File: src/rtl/lmc_pkg.sv
// Shared definitions for the LMC execute stage: opcodes, instruction field
// positions and the sequencing FSM state encoding.
package lmc_pkg;

   localparam int OPC_W   = 3;
   localparam int OPC_MSB = 7;
   localparam int OPC_LSB = 5;
   localparam int SEL_BIT = 4;

   localparam logic [OPC_W-1:0] OP_HLT = 3'b000;
   localparam logic [OPC_W-1:0] OP_LDA = 3'b001;
   localparam logic [OPC_W-1:0] OP_ADD = 3'b010;
   localparam logic [OPC_W-1:0] OP_SUB = 3'b011;
   localparam logic [OPC_W-1:0] OP_BRA = 3'b100;
   localparam logic [OPC_W-1:0] OP_BRZ = 3'b101;
   localparam logic [OPC_W-1:0] OP_BRC = 3'b110;
   localparam logic [OPC_W-1:0] OP_OUT = 3'b111;

   typedef enum logic [2:0] {
      S_FETCH    = 3'd0,
      S_EXEC     = 3'd1,
      S_COMMIT   = 3'd2,
      S_WAIT_OUT = 3'd3,
      S_HALT     = 3'd4
   } state_t;

endpackage

File: src/rtl/lmc_alu.sv
// Combinational accumulator ALU: computes the new accumulator value and flags
// and tells the sequencer which of them the opcode is allowed to write.
module lmc_alu
   import lmc_pkg::*;
#(
   parameter int ACC_WIDTH = 4
) (
   input  logic [OPC_W-1:0]     op,
   input  logic [ACC_WIDTH-1:0] acc,
   input  logic [ACC_WIDTH-1:0] operand,
   output logic [ACC_WIDTH-1:0] result,
   output logic                 c_out,
   output logic                 z_out,
   output logic                 wr_acc,
   output logic                 wr_c
);

   // One extra bit holds the carry for ADD and the borrow for SUB.
   logic [ACC_WIDTH:0] wide;

   always_comb begin
      // NOTE: every output gets a default before the case, so no opcode path
      // leaves a signal unassigned and no latch is inferred.
      wide   = '0;
      wr_acc = 1'b0;
      wr_c   = 1'b0;
      case (op)
         OP_LDA: begin
            wide   = {1'b0, operand};
            wr_acc = 1'b1;
         end
         OP_ADD: begin
            wide   = {1'b0, acc} + {1'b0, operand};
            wr_acc = 1'b1;
            wr_c   = 1'b1;
         end
         OP_SUB: begin
            wide   = {1'b0, acc} - {1'b0, operand};
            wr_acc = 1'b1;
            wr_c   = 1'b1;
         end
         default: ;
      endcase
   end

   assign result = wide[ACC_WIDTH-1:0];
   assign c_out  = wide[ACC_WIDTH];
   assign z_out  = (result == '0);

endmodule

File: src/rtl/lmc_exec_stage.sv
// LMC execute/sequencing stage: FETCH/EXEC/COMMIT FSM with an output-port
// handshake state and a terminal HALT; drives the PC advance/load pulses.
module lmc_exec_stage
   import lmc_pkg::*;
#(
   parameter int DATA_WIDTH = 8,
   parameter int ACC_WIDTH  = 4,
   parameter int ADDR_WIDTH = 2
) (
   input  logic                  timer555,
   input  logic                  reset_count,
   input  logic [DATA_WIDTH-1:0] instr,
   input  logic [ACC_WIDTH-1:0]  data_in,
   input  logic                  out_ready,
   output logic [ACC_WIDTH-1:0]  acc,
   output logic                  flag_z,
   output logic                  flag_c,
   output logic                  pc_advance,
   output logic                  pc_load,
   output logic [ADDR_WIDTH-1:0] pc_target,
   output logic [ACC_WIDTH-1:0]  out_data,
   output logic                  out_valid,
   output logic                  halted
);

   state_t                state;
   logic [DATA_WIDTH-1:0] ir;
   logic [OPC_W-1:0]      op;
   logic [ACC_WIDTH-1:0]  operand;
   logic [ACC_WIDTH-1:0]  alu_result;
   logic                  alu_c, alu_z, alu_wr_acc, alu_wr_c;
   logic                  branch_taken;

   assign op      = ir[OPC_MSB:OPC_LSB];
   assign operand = ir[SEL_BIT] ? ir[ACC_WIDTH-1:0] : data_in;

   // Branches look at the flags as they stand in EXEC, i.e. those left by
   // the previous instruction.
   assign branch_taken = (op == OP_BRA)
                       | ((op == OP_BRZ) & flag_z)
                       | ((op == OP_BRC) & flag_c);

   lmc_alu #(.ACC_WIDTH(ACC_WIDTH)) u_alu (
      .op      (op),
      .acc     (acc),
      .operand (operand),
      .result  (alu_result),
      .c_out   (alu_c),
      .z_out   (alu_z),
      .wr_acc  (alu_wr_acc),
      .wr_c    (alu_wr_c)
   );

   // NOTE: all state here uses non-blocking assignments so every register
   // samples the pre-edge values, independent of statement order.
   always_ff @(posedge timer555 or posedge reset_count) begin
      if (reset_count) begin
         state      <= S_FETCH;
         ir         <= '0;
         acc        <= '0;
         flag_z     <= 1'b0;
         flag_c     <= 1'b0;
         pc_advance <= 1'b0;
         pc_load    <= 1'b0;
         pc_target  <= '0;
         out_data   <= '0;
         out_valid  <= 1'b0;
         halted     <= 1'b0;
      end else begin
         // PC commands are single-cycle pulses raised on entry to COMMIT.
         pc_advance <= 1'b0;
         pc_load    <= 1'b0;
         case (state)
            S_FETCH: begin
               ir    <= instr;
               state <= S_EXEC;
            end
            S_EXEC: begin
               if (alu_wr_acc) begin
                  acc    <= alu_result;
                  flag_z <= alu_z;
               end
               if (alu_wr_c) flag_c <= alu_c;
               case (op)
                  OP_HLT: begin
                     halted <= 1'b1;
                     state  <= S_HALT;
                  end
                  OP_OUT: begin
                     out_data  <= acc;
                     out_valid <= 1'b1;
                     state     <= S_WAIT_OUT;
                  end
                  default: begin
                     if (branch_taken) begin
                        pc_load   <= 1'b1;
                        pc_target <= ir[ADDR_WIDTH-1:0];
                     end else begin
                        pc_advance <= 1'b1;
                     end
                     state <= S_COMMIT;
                  end
               endcase
            end
            S_WAIT_OUT: begin
               if (out_ready) begin
                  out_valid  <= 1'b0;
                  pc_advance <= 1'b1;
                  state      <= S_COMMIT;
               end
            end
            S_COMMIT: state <= S_FETCH;
            S_HALT:   state <= S_HALT;
            default:  state <= S_FETCH;
         endcase
      end
   end

endmodule

File: config.mk
export PLATFORM = sky130hd
export DESIGN_NAME = lmc_exec_stage
export DESIGN_NICKNAME = d
export VERILOG_FILES = /design/src/rtl/lmc_pkg.sv /design/src/rtl/lmc_alu.sv /design/src/rtl/lmc_exec_stage.sv
export SDC_FILE = /design/constraint.sdc
export NUM_CORES = 1
export LEC_CHECK = 0
export ABC_AREA = 1
export BUFFER_PORTS_ARGS = -buffer_cell sky130_fd_sc_hd__buf_2
export CELL_PAD_IN_SITES_DETAIL_PLACEMENT = 2
export CELL_PAD_IN_SITES_GLOBAL_PLACEMENT = 2
export CORE_AREA = 3 3 70 72
export CTS_BUF_LIST = sky130_fd_sc_hd__clkbuf_8
export DETAILED_ROUTE_END_ITERATION = 10
export DIE_AREA = 0 0 73 75
export PLACE_DENSITY_LB_ADDON = 0.3
export SKIP_CTS_REPAIR_TIMING = 1
export SYNTH_ARGS = -nofsm -noshare
export SYNTH_HDL_FRONTEND = slang
export SYNTH_SLANG_ARGS = --single-unit
File: constraint.sdc
create_clock -name timer555 -period 3.47 [get_ports timer555]
set_input_delay 0.347 -clock timer555 [delete_from_list [all_inputs] [get_ports timer555]]
set_output_delay 0.347 -clock timer555 [all_outputs]
set_load 0.02 [all_outputs]
## After elaboration in Yosys (flattened, before gate mapping)

Index checks and enable logic that the tools add are counted.

- Output and inout port bits: 16
- Input port bits: 15
- Bits in registers: 27

- Mux-type cells: 17
- Equal/unequal tests: 12
- Bitwise operators: 5
- Reduce and logical (&&, ||, !) cells: 13
- $add $sub $neg: 2

Operators with widths:

| kind | count |
|---|---|
| $eq 3x3->1 const B | 5 |
| $pmux 5 s3 | 1 |
| $pmux 3 s4 | 1 |
| $mux 1 | 10 |
| $eq 3x2->1 const B | 3 |
| $reduce_and 2->1 | 4 |
| $eq 3x1->1 const B | 2 |
| $logic_not 3->1 | 2 |
| $pmux 3 s2 | 1 |
| $reduce_and 3->1 | 2 |
| $add 4x4->5 | 1 |
| $sub 4x4->5 | 1 |
| $logic_not 4->1 | 1 |
| $mux 4 | 1 |
| $ne 2x2->1 const B | 2 |
| $pmux 1 s2 | 2 |
| $reduce_or 2->1 | 2 |
| $mux 3 | 1 |
| $reduce_or 3->1 | 1 |
| $and 1x1->1 | 2 |
| $or 1x1->1 | 2 |
| $reduce_bool 2->1 | 1 |
| $not 1->1 | 1 |

## Longest topological paths before layout

Gate-level depths: netlist (run 1).

- Depth in word-level cells: 7
- Mapped depth: 16

## Cells and area by module

From an unflattened synthesis (run 1), not the netlist that was laid out.

- Cells, all modules: 192
- Area, all modules: 1531.5 µm²

By module, submodules not included:

| module | area an instance (µm²) | cells an instance | instances | seq. area each (µm²) |
|---|---|---|---|---|
| lmc_exec_stage | 1158.6 | 129 | 1 | 675.6 |
| lmc_alu | 372.9 | 63 | 1 | 0.0 |

## Worst setup path before layout (run 1)

Ideal clock, no wire load.

- Path type: register -> register
- From: reg ir[4]
- To: reg acc[3]
- Data required time: 3347 ps
- Arrival time: 1969 ps
- Cell stages (with the launch flop): 15
- Path slack: 1378 ps
- Path buffers: 0
- Clock period less this slack: 2092 ps
- Cells stage by stage: dfrtp_1 inv_2 nand2_1 o21ai_2 inv_1 ha_1 a21oi_1 xor2_1 ha_1 a21oi_1 nand3_1 nand2_1 nor2_1 o21ai_0 nand2_1

- Word-level cells in the longest chain between the ends: 3
- Elaborated cells between the ends (all ways): 4

RTL lines:

| element | RTL line | source |
|---|---|---|
| from (decl) | lmc_exec_stage.sv:27 | `logic [DATA_WIDTH-1:0] ir;` |
| from (signal assigned) | lmc_exec_stage.sv:75 | `ir <= instr;` |
| $mux 4 (*) | lmc_exec_stage.sv:35 | `assign operand = ir[SEL_BIT] ? ir[ACC_WIDTH-1:0] : data_in;` |
| $sub 4x4->5 or $add 4x4->5 (tied branches) | lmc_alu.sv:38, lmc_alu.sv:33 |  |
| $pmux 5 s3 (*) | lmc_alu.sv:27 | `case (op)` |
| to (signal assigned) | lmc_exec_stage.sv:80 | `acc <= alu_result;` |
| to (decl) | lmc_exec_stage.sv:15 | `output logic [ACC_WIDTH-1:0] acc,` |

Mark *: on every way between the ends. The rest lies on a longest branch, timed or not.
A chain may end at the register's enable or synchronous reset.

## Worst setup path in the final report (run 1)

- From: reg ir[4]
- To: reg flag_z

- Word-level cells in the longest chain between the ends: 4
- Elaborated cells between the ends (all ways): 5

RTL lines:

| element | RTL line | source |
|---|---|---|
| $mux 4 (*) | lmc_exec_stage.sv:35 |  |
| $sub 4x4->5 or $add 4x4->5 (tied branches) | lmc_alu.sv:38, lmc_alu.sv:33 |  |
| $pmux 5 s3 (*) | lmc_alu.sv:27 |  |
| $logic_not 4->1 (*) | lmc_alu.sv:48 | `assign z_out = (result == '0);` |
| to (signal assigned) | lmc_exec_stage.sv:81 | `flag_z <= alu_z;` |
| to (decl) | lmc_exec_stage.sv:16 | `output logic flag_z,` |

Marked as above.

==> results of run 1 <==
-- synth_stat cells (all sizes together) --
library cell,count,share of area
xnor2,1,0.0060
xor2,1,0.0060
dfrtp,27,0.46
o211ai,1,0.0051
nor2,29,0.088
or2,1,0.0043
inv,28,0.072
o311ai,1,0.0060
o21ai,6,0.023
ha,5,0.043
fa,1,0.014
buf,1,0.0034
nand3,10,0.038
a21oi,13,0.044
nand2,58,0.16
o21a,3,0.015
nor3,2,0.014
-- stage by stage --
step | utilization | instances
2_1_floorplan | - | 188
3_3_place_gp | 0.385 | 269
3_5_place_dp | 0.385 | 269
4_1_cts | 0.396 | 273
5_1_grt | 0.396 | 273
6_report | 0.396 | 273
-- worst paths after layout --
check | cells past startpoint | slack, ns | endpoint | startpoint
min reg2reg | 2 | 0.48 | out_data[1]$_DFFE_PP0P_ | out_data[1]$_DFFE_PP0P_
max reg2reg | 14 | 1.05 | flag_z$_DFFE_PP0P_ | ir[4]$_DFFE_PP0N_
max | 14 | 1.05 | flag_z$_DFFE_PP0P_ | ir[4]$_DFFE_PP0N_
min in group timer555 | 3 | 0.32 | ir[0]$_DFFE_PP0N_ | instr[0]
max in group asynchronous | 2 | 2.52 | acc[0]$_DFFE_PP0P_ | reset_count
min | 2 | 0.32 | state[1]$_DFFE_PP0P_ | reset_count
-- state kept, by name, summed over array words and instances, names as in the netlist --
name / cells
halted: 1
out_data: 4
out_valid: 1
pc_target: 2
pc_load: 1
flag_z: 1
ir: 8
flag_c: 1
acc: 4
state: 3
pc_advance: 1
-- layout make-up --
| type | instances | area (um2) | area share |
|---|---|---|---|
| tap | 52 | 65.1 | 0.0378 |
| clock inverter | 1 | 3.75 | 0.00218 |
| multi-input combinational | 132 | 682 | 0.396 |
| clock buffer | 3 | 41.3 | 0.0240 |
| sequential | 27 | 676 | 0.392 |
| timing repair buffer | 30 | 150 | 0.0871 |
| inverter | 28 | 105 | 0.0610 |
-- routing by layer --
layer	vias to the layer above	GRT usage	routed length (um)
met3	2	0.0347	164
met2	28	0.313	2160
met5	-	0	0
li1	649	-	-
met4	0	0.0123	7
met1	645	0.212	1810
-- cells by family (layout without fill, tap and decap cells) --
group | count (synthesis) | in the layout | synth area share
and+or+nand+nor | 100 | 100 | 0.303
buffers and inverters | 29 | 62 | 0.0750
DFF | 27 | 27 | 0.460
AOI/OAI and AO/OA | 24 | 24 | 0.0938
adders and majority gates | 6 | 6 | 0.0563
xor gates and xnor gates | 2 | 2 | 0.0119
-- worst max-delay path, delay by kind of cell (launching register included) --
kind                       cells  cell delay (ns)
AOI/OAI and AO/OA              2             0.37
adders and majority gates      2             0.75
buffers and inverters          3             0.25
DFF                            1             0.42
and+or+nand+nor                7             0.57
-- power by group --
| part | switching [mW] | internal (mW) |
|---|---|---|
| registers | 0.105 | 0.455 |
| clock network | 0.0966 | 0.0794 |
| logic | 0.798 | 0.397 |
==> metrics.cfg, run 1 <==
[layout]
n_antenna_cell=0
stdcell_area_um2=1720
final_cell_mix=54 x nand2_1, 30 x buf_2, 27 x dfrtp_1
fillers=515
layout_commonest_cell=nand2_1
final_layout_size_suffix_gt1_frac=0.222
layout.nets=243
syn2layout_area_growth_pct=17.4

[sta]
worst_slew_pin_slew_ns=1.06
rsz0062_at_grt=no
fmax_ghz=0.413
hold_viol=0
finalClockSkew_ns=0.00141
slew-limit-headroom=0.295
tns_ns=0
timing.final.ws_setup_ns=1.05
hold_ws_ns=0.324
maxSlewViolCount=0
period_needed_ns=2.42
setup_viol=0
finalCritPeriodShare=0.699

[placement]
portBuffers=30
place.gp.congestion=0.767
dp_slack_ns=1.01
dpl_cell_area_um2=1680
dp_hpwl_um=3390

[critical_path]
endpoint_kind=flop
crit_type=reg2reg
worstPathArrival_ns=2.64
start_kind=flop
crit_fanout=6
crit_required_ns=3.69
crit_chain=inv_2 > nand2_1 > o21ai_2 > inv_1 > ha_1 > a21oi_1 > fa_1 > inv_1 > nor2_1 > nor2_1 > nand2_1 > nor2_1 > nand2_1 > nand2_1
timing.critical_path.mode_cell=nand2_1
cpPeakStageDelay_ns=0.48
slowest_stage=fa_1

[outcome]
outcome=finished, final reports clean

[floorplan]
die-area_um2=5480
core_area_um2=4350
num_rows=24
io_pins=31
start_util=0.337
chipWidth_um=73
die_y_um=75

[global_route]
overflow=0
grt_pass1_wl_um=7310
antenna_found_initial=0
grt_pass1_vias=1485
grtUsageTotal=0.169
grt_max_degree=28

[route]
wl_um=4130
num_vias=1324
wl_per_cell_um=15.1
drt_iter0_drc=47
avgViaCountPerCell=4.85
first_pass_iters=4
drc=0
ant_nets=0

[yosys]
synth.avg_cell_area_um2=7.81
ys_seq_elements=27
synth.net_count=209
ys.warnings.count=0
netlist_instances=188
syn_area_um2=1470
yosys.cell_types.count=26
seq_area_frac_synth=0.460

[cts]
root_buffer=clkbuf_8
clock_latency_ns=0.27
cts.clk_slew.worst_paths_ns=0.09
clk_path_buf_depth=2
cts.sinks=27
cts_tree=yes
cts-buffers-inserted=3
h-tree-depth=1

[flow_run]
cap_violations=0

[power_and_ir_drop]
p_per_area_nw_per_um2=1120
ir_drop_mv=0.287
total_power_mw=1.93
leakage_nw=0.955

[hold_path]
hp-class=in2async

Note: power is estimated with default switching activity, not from simulation.
==> run 2: changes to the inputs <==
CORE_AREA = 3 3 76 78   (was 3 3 70 72)
DIE_AREA = 0 0 79 81   (was 0 0 73 75)
clock period = 2 ns   (was 3.47 ns; I/O delays follow)
==> metrics.cfg, run 2 (synthesis gave the netlist of run 1 again) <==
[critical_path]
r2r_end=flag_z$_DFFE_PP0P_
crit_type=reg2reg
crit_chain=inv_2 > nand2_2 > o21ai_2 > inv_2 > ha_4 > a21oi_2 > fa_1 > inv_1 > nor2_1 > nor2_1 > nand2_1 > nor2_1 > nand2_1 > nand2_1
crit_required_ns=2.21  ; -1.48 ns
crit_start=ir[4]$_DFFE_PP0N_
crit_cells=14  ; unchanged
ff2ff_setup_slack_ns=-0.20  ; -1.24 ns
worstPathArrival_ns=2.41  ; -0.23 ns
critical_path_buf_inv_count=3  ; unchanged
endpoint_kind=flop
crit_fanout=5  ; -1
rr_worst_depth=14  ; unchanged
crit_end=flag_z$_DFFE_PP0P_
start_kind=flop
cpPeakStageDelay_ns=0.44  ; -0.04 ns
crit_family=adder cells
slowest_stage=fa_1
r2r_start=ir[4]$_DFFE_PP0N_

[cts]
cts-buffers-inserted=3  ; unchanged
root_buffer=clkbuf_8
clock_latency_ns=0.27  ; about the same
cts.sinks=27  ; unchanged
h-tree-depth=1  ; unchanged
cts.clk_slew.worst_paths_ns=0.09  ; about the same
cts_tree=yes
clk_path_buf_depth=2  ; unchanged

[sta]
hold_viol=27  ; +27
finalClockSkew_ns=0.00546  ; +0.00405 ns
maxSlewViolCount=0  ; unchanged
rsz0062_at_grt=yes
worst_slew_pin_slew_ns=0.535  ; -0.522 ns
period_needed_ns=2.20  ; -0.227 ns
timing.final.ws_setup_ns=-0.197  ; -1.24 ns
fmax_ghz=0.455  ; +10%
finalCritPeriodShare=1.10  ; +0.400
setup_viol=5  ; +5
hold_ws_ns=-0.0199  ; -0.344 ns
slew-limit-headroom=0.643  ; +0.348

[outcome]
outcome=finished, violations left
violations=hold timing, setup timing

[floorplan]
core_area_um2=5140  ; +18%
chipWidth_um=79  ; +8.2%
io_pins=31  ; unchanged
die-area_um2=6400  ; +17%
num_rows=26  ; +8.3%
die_y_um=81  ; +8.0%
start_util=0.286  ; -0.0515

[layout]
layout.nets=260  ; +7.0%
syn2layout_area_growth_pct=31.3
layout_commonest_cell=nand2_1
final_cell_mix=51 x nand2_1, 30 x buf_2, 27 x dfrtp_1
n_antenna_cell=0  ; unchanged
top_register=ir
final_layout_size_suffix_gt1_frac=0.336  ; +0.114
stdcell_area_um2=1930  ; +12%
largest_reg_flops=8  ; unchanged
fillers=625  ; +21%
reg.largest.list=ir: 8 flops, acc: 4 flops, out_data: 4 flops

[flow_run]
cap_violations=0  ; unchanged

[placement]
portBuffers=30  ; unchanged
dp_hpwl_um=3560  ; +5.0%
place.gp.congestion=0.756  ; -1.5%
dpl_cell_area_um2=1820  ; +8.7%

[power_and_ir_drop]
p_per_area_nw_per_um2=1940  ; +73%
leakage_nw=1.05  ; +9.5%
ir_drop_mv=0.499  ; +74%
total_power_mw=3.74  ; +94%

[route]
wl_per_cell_um=13.7  ; -9.4%
wl_um=4230  ; +2.2%
ant_nets=0  ; unchanged
first_pass_iters=3  ; -1
avgViaCountPerCell=4.52  ; -6.8%
drc=0  ; unchanged
drt_iter0_drc=17  ; -64%
num_vias=1392  ; +5.1%

[global_route]
grt_max_degree=28  ; unchanged
grt_pass1_vias=1558  ; +4.9%
grtUsageMet1=0.173  ; -0.0393
antenna_found_initial=0  ; unchanged
use_met3=0.0277  ; -0.00700
grt_busiest_layer=met2
gr-usage-met2=0.276  ; -0.0367
grtUsageTotal=0.143  ; -0.0264
overflow=0  ; unchanged
grt_pass1_wl_um=7310  ; about the same

[hold_path]
hp-class=in2async

-- run 2: layer usage --
metal | share of wire | up-vias | wire, um
li1 | - | 687 | -
met1 | 0.45 | 679 | 1910
met2 | 0.51 | 26 | 2170
met3 | 0.036 | 0 | 152
met4 | 0 | 0 | 0
met5 | 0 | - | 0
-- run 2: layout make-up --
cell class              instances  area, um2  share of cell area
clock buffers                   3       41.3              0.0214
clock inverters                 1       3.75             0.00195
inverters                      28        105              0.0545
multi-input cells             132        736               0.382
flip-flops and latches         27        676               0.351
well taps                      70       87.6              0.0455
repair buffers                 47        278               0.144
-- run 2: power breakdown --
part / switching [mW] / internal, mW
Clock: 0.167 / 0.138
Sequential: 0.175 / 0.789
Combinational: 1.51 / 0.964
Total: 1.85 / 1.89
-- run 2: how the worst min path moves through the flow --
stage,start,endpoint,slack (ns),cells past startpoint
floorplan,reset_count,acc[0]$_DFFE_PP0P_,0.25,1
global placement,reset_count,out_data[1]$_DFFE_PP0P_,0.28,3
detailed placement,reset_count,out_data[1]$_DFFE_PP0P_,0.29,3
CTS,reset_count,out_data[1]$_DFFE_PP0P_,-0.01,3
global route,reset_count,state[1]$_DFFE_PP0P_,0.02,3
finish,reset_count,out_data[1]$_DFFE_PP0P_,-0.02,3
-- run 2: tightest hold or removal path, cell delays in order --
cell,delay (ns)
buf_2,0.10
inv_1,0.04
buf_4,0.32
-- run 2: stage by stage --
step                worst slack [ns]  TNS, ns  hold slack, ns  utilization  cells
global route                  -0.441    -1.51          0.0153        0.375    308
detailed placement            -0.286   -0.927           0.285        0.355    302
finish                        -0.197   -0.582         -0.0199        0.375    308
global placement              -0.156   -0.315           0.277        0.355    302
CTS                           -0.307    -1.04        -0.00986        0.364    306
floorplan                    -0.0257  -0.0295           0.253            -    188
==> run 3: changes to the inputs <==
ABC_AREA = not set   (was 1)
CORE_AREA = 3 3 72 74   (was 3 3 76 78)
DIE_AREA = 0 0 75 77   (was 0 0 79 81)
PLACE_DENSITY_LB_ADDON = 0.25   (was 0.3)
==> metrics.cfg, run 3 <==
[outcome]
outcome=finished, violations left
violations=setup timing

[layout]
syn2layout_area_growth_pct=33.5
final_cell_mix=30 x buf_2, 27 x dfrtp_1, 20 x buf_4
reg.largest.list=ir: 8 flops, acc: 4 flops, out_data: 4 flops
largest_reg_flops=8  ; unchanged
fin_util=0.407  ; +0.0321
top_register=ir
final_layout_size_suffix_gt1_frac=0.468  ; +0.132
n_antenna_cell=0  ; unchanged
layout.nets=208  ; -20%
layout_commonest_cell=buf_2

[yosys]
synth-edff-count=0  ; unchanged
yosysTopAreaCellShare=0.475  ; +0.0150
synth_mux_area_frac=0.147  ; +0.147
yosys.cell_types.count=33  ; +27%
seq_area_frac_synth=0.475  ; +0.0150
synth_top_cell_by_area=dfrtp_1
synthFlopType=dfrtp_1
synth.avg_cell_area_um2=10.5  ; +34%
ys.warnings.count=0  ; unchanged
async_reset_ff_frac=1.00  ; unchanged
syn_area_um2=1420  ; -3.2%
synth.net_count=157  ; -25%
synthAdderAreaFrac=0.0581  ; +0.00183
yosysMostFrequentCell=dfrtp_1
ys_top_cells_by_area=dfrtp_1 48%, mux2_2 12%, ha_1 4.4%
synth-simple-area-share=0.138  ; -0.164
netlist_instances=136  ; -28%
synth_xor_area_frac=0.0246  ; +0.0127
synth_top_family_by_area=multiplexers
synth-compound-area-share=0.113  ; +0.0189
ys_seq_elements=27  ; unchanged
synth_common_cells=27 x dfrtp_1, 15 x mux2_2, 13 x nor2_1

[route]
drc=0  ; unchanged
wl_per_cell_um=16.7  ; +22%
ant_nets=0  ; unchanged
drt_iter0_drc=36  ; +19
first_pass_iters=3  ; unchanged
wl_um=4000  ; -5.3%
num_vias=1193  ; -14%
avgViaCountPerCell=4.97  ; +10%

[cts]
clock_latency_ns=0.27  ; about the same
clk_path_buf_depth=2  ; unchanged
cts.clk_slew.worst_paths_ns=0.10  ; about the same
root_buffer=clkbuf_8
cts-buffers-inserted=3  ; unchanged
cts.sinks=27  ; unchanged
cts_tree=yes
h-tree-depth=1  ; unchanged

[floorplan]
chipWidth_um=75  ; -5.1%
die_y_um=77  ; -4.9%
num_rows=25  ; -3.8%
core_area_um2=4660  ; -9.3%
die-area_um2=5780  ; -9.8%
io_pins=31  ; unchanged
start_util=0.305  ; +0.0194

[hold_path]
min_from=instr[6]
holdPathStages=3
hp-class=in2reg
min_to=ir[6]$_DFFE_PP0N_

[critical_path]
start_kind=flop
crit_required_ns=2.22  ; about the same
crit_type=reg2reg
crit_fanout=3  ; -2
worstPathArrival_ns=2.70  ; +0.29 ns
r2r_start=ir[4]$_DFFE_PP0N_
rr_worst_depth=9  ; -5
endpoint_kind=flop
r2r_end=flag_z$_DFFE_PP0P_
ff2ff_setup_slack_ns=-0.48  ; -0.28 ns

[sta]
maxSlewViolCount=0  ; unchanged
setup_viol=5  ; unchanged
finalCritPeriodShare=1.24  ; +0.142
timing.final.ws_setup_ns=-0.481  ; -0.284 ns
finalClockSkew_ns=0.00355  ; -0.00191 ns
fmax_ghz=0.403  ; -11%
hold_viol=0  ; -100%
slew-limit-headroom=0.761  ; +0.118
tns_ns=-1.80  ; -1.22 ns
rsz0062_at_grt=yes
period_needed_ns=2.48  ; +0.284 ns
worst_slew_pin_slew_ns=0.358  ; -0.176 ns

[power_and_ir_drop]
ir_drop_mv=0.864  ; +73%
leakage_nw=0.913  ; -13%
p_per_area_nw_per_um2=2130  ; +9.8%

[global_route]
grtUsageTotal=0.148  ; +0.00473
grt_pass1_wl_um=6560  ; -10%
grt_pass1_vias=1355  ; -13%
antenna_found_initial=0  ; unchanged
overflow=0  ; unchanged
grt_max_degree=28  ; unchanged

[placement]
dp_slack_ns=-0.516  ; -0.231 ns
place.gp.congestion=0.793  ; +5.0%
portBuffers=30  ; unchanged
dp_hpwl_um=3130  ; -12%

[flow_run]
cap_violations=0  ; unchanged

[run 3: power by group]
part / leakage, nW / switching, mW / internal, mW
sequential: 0.330 / 0.204 / 0.797
combinational: 0.557 / 1.41 / 1.31
clock: 0.0255 / 0.176 / 0.140
[run 3: layer usage]
metal  global-route usage  up-vias  part of all wire
met5                    0        -                 0
met4               0.0605        0             0.028
met3               0.0197        9             0.023
met2                0.253       19              0.53
met1                0.181      598              0.42
li1                     -      567                 -
[run 3: area by class of cell]
class / count / area (um2)
clock buffers: 3 / 41.3
multi-input cells: 93 / 756
well taps: 54 / 67.6
flip-flops and latches: 27 / 676
repair buffers: 51 / 310
clock inverters: 1 / 5.00
fillers: 529 / 2760
inverters: 11 / 41.3
[run 3: worst max path at each step]
stage / from / end / slack [ns] / depth (start not counted)
6_report: ir[4]$_DFFE_PP0N_ / flag_z$_DFFE_PP0P_ / -0.48 / 9
5_1_grt: ir[4]$_DFFE_PP0N_ / flag_z$_DFFE_PP0P_ / -0.51 / 9
4_1_cts: ir[4]$_DFFE_PP0N_ / flag_z$_DFFE_PP0P_ / -0.54 / 9
3_5_place_dp: ir[4]$_DFFE_PP0N_ / flag_z$_DFFE_PP0P_ / -0.52 / 9
3_3_place_gp: ir[4]$_DFFE_PP0N_ / flag_z$_DFFE_PP0P_ / -0.34 / 9
2_1_floorplan: ir[4]$_DFFE_PP0N_ / flag_z$_DFFE_PP0P_ / -0.30 / 10
[run 3: kinds of logic (layout without fill, tap and decap cells)]
kind of cell | after synthesis | count (layout)
and+or+nand+nor | 37 | 37
AOI/OAI and AO/OA | 27 | 27
DFF | 27 | 27
muxes | 19 | 19
buffers and inverters | 16 | 66
adders and majority gates | 6 | 6
xor gates and xnor gates | 4 | 4
[run 3: metrics by stage]
| stage | std cells | hold slack, ns | total power [mW] | instance area (um2) |
|---|---|---|---|---|
| 2_1_floorplan | 136 | 0.253 | 2.51 | 1440 |
| 3_5_place_dp | 234 | 0.291 | 3.41 | 1770 |
| 6_report | 240 | 0.138 | 4.04 | 1900 |
| 3_3_place_gp | 234 | 0.275 | 3.25 | 1770 |
| 5_1_grt | 240 | 0.156 | 4.41 | 1900 |
| 4_1_cts | 238 | -0.00803 | 3.75 | 1820 |
[run 3: critical path: stages, from the launching register on]
cell and delay [ns]:
dfrtp_1 0.45, mux2i_2 0.28, ha_1 0.28, o21ai_2 0.17
ha_1 0.25, nor2b_1 0.14, o21a_1 0.19, or3_4 0.35
a31oi_4 0.14, a32o_1 0.18
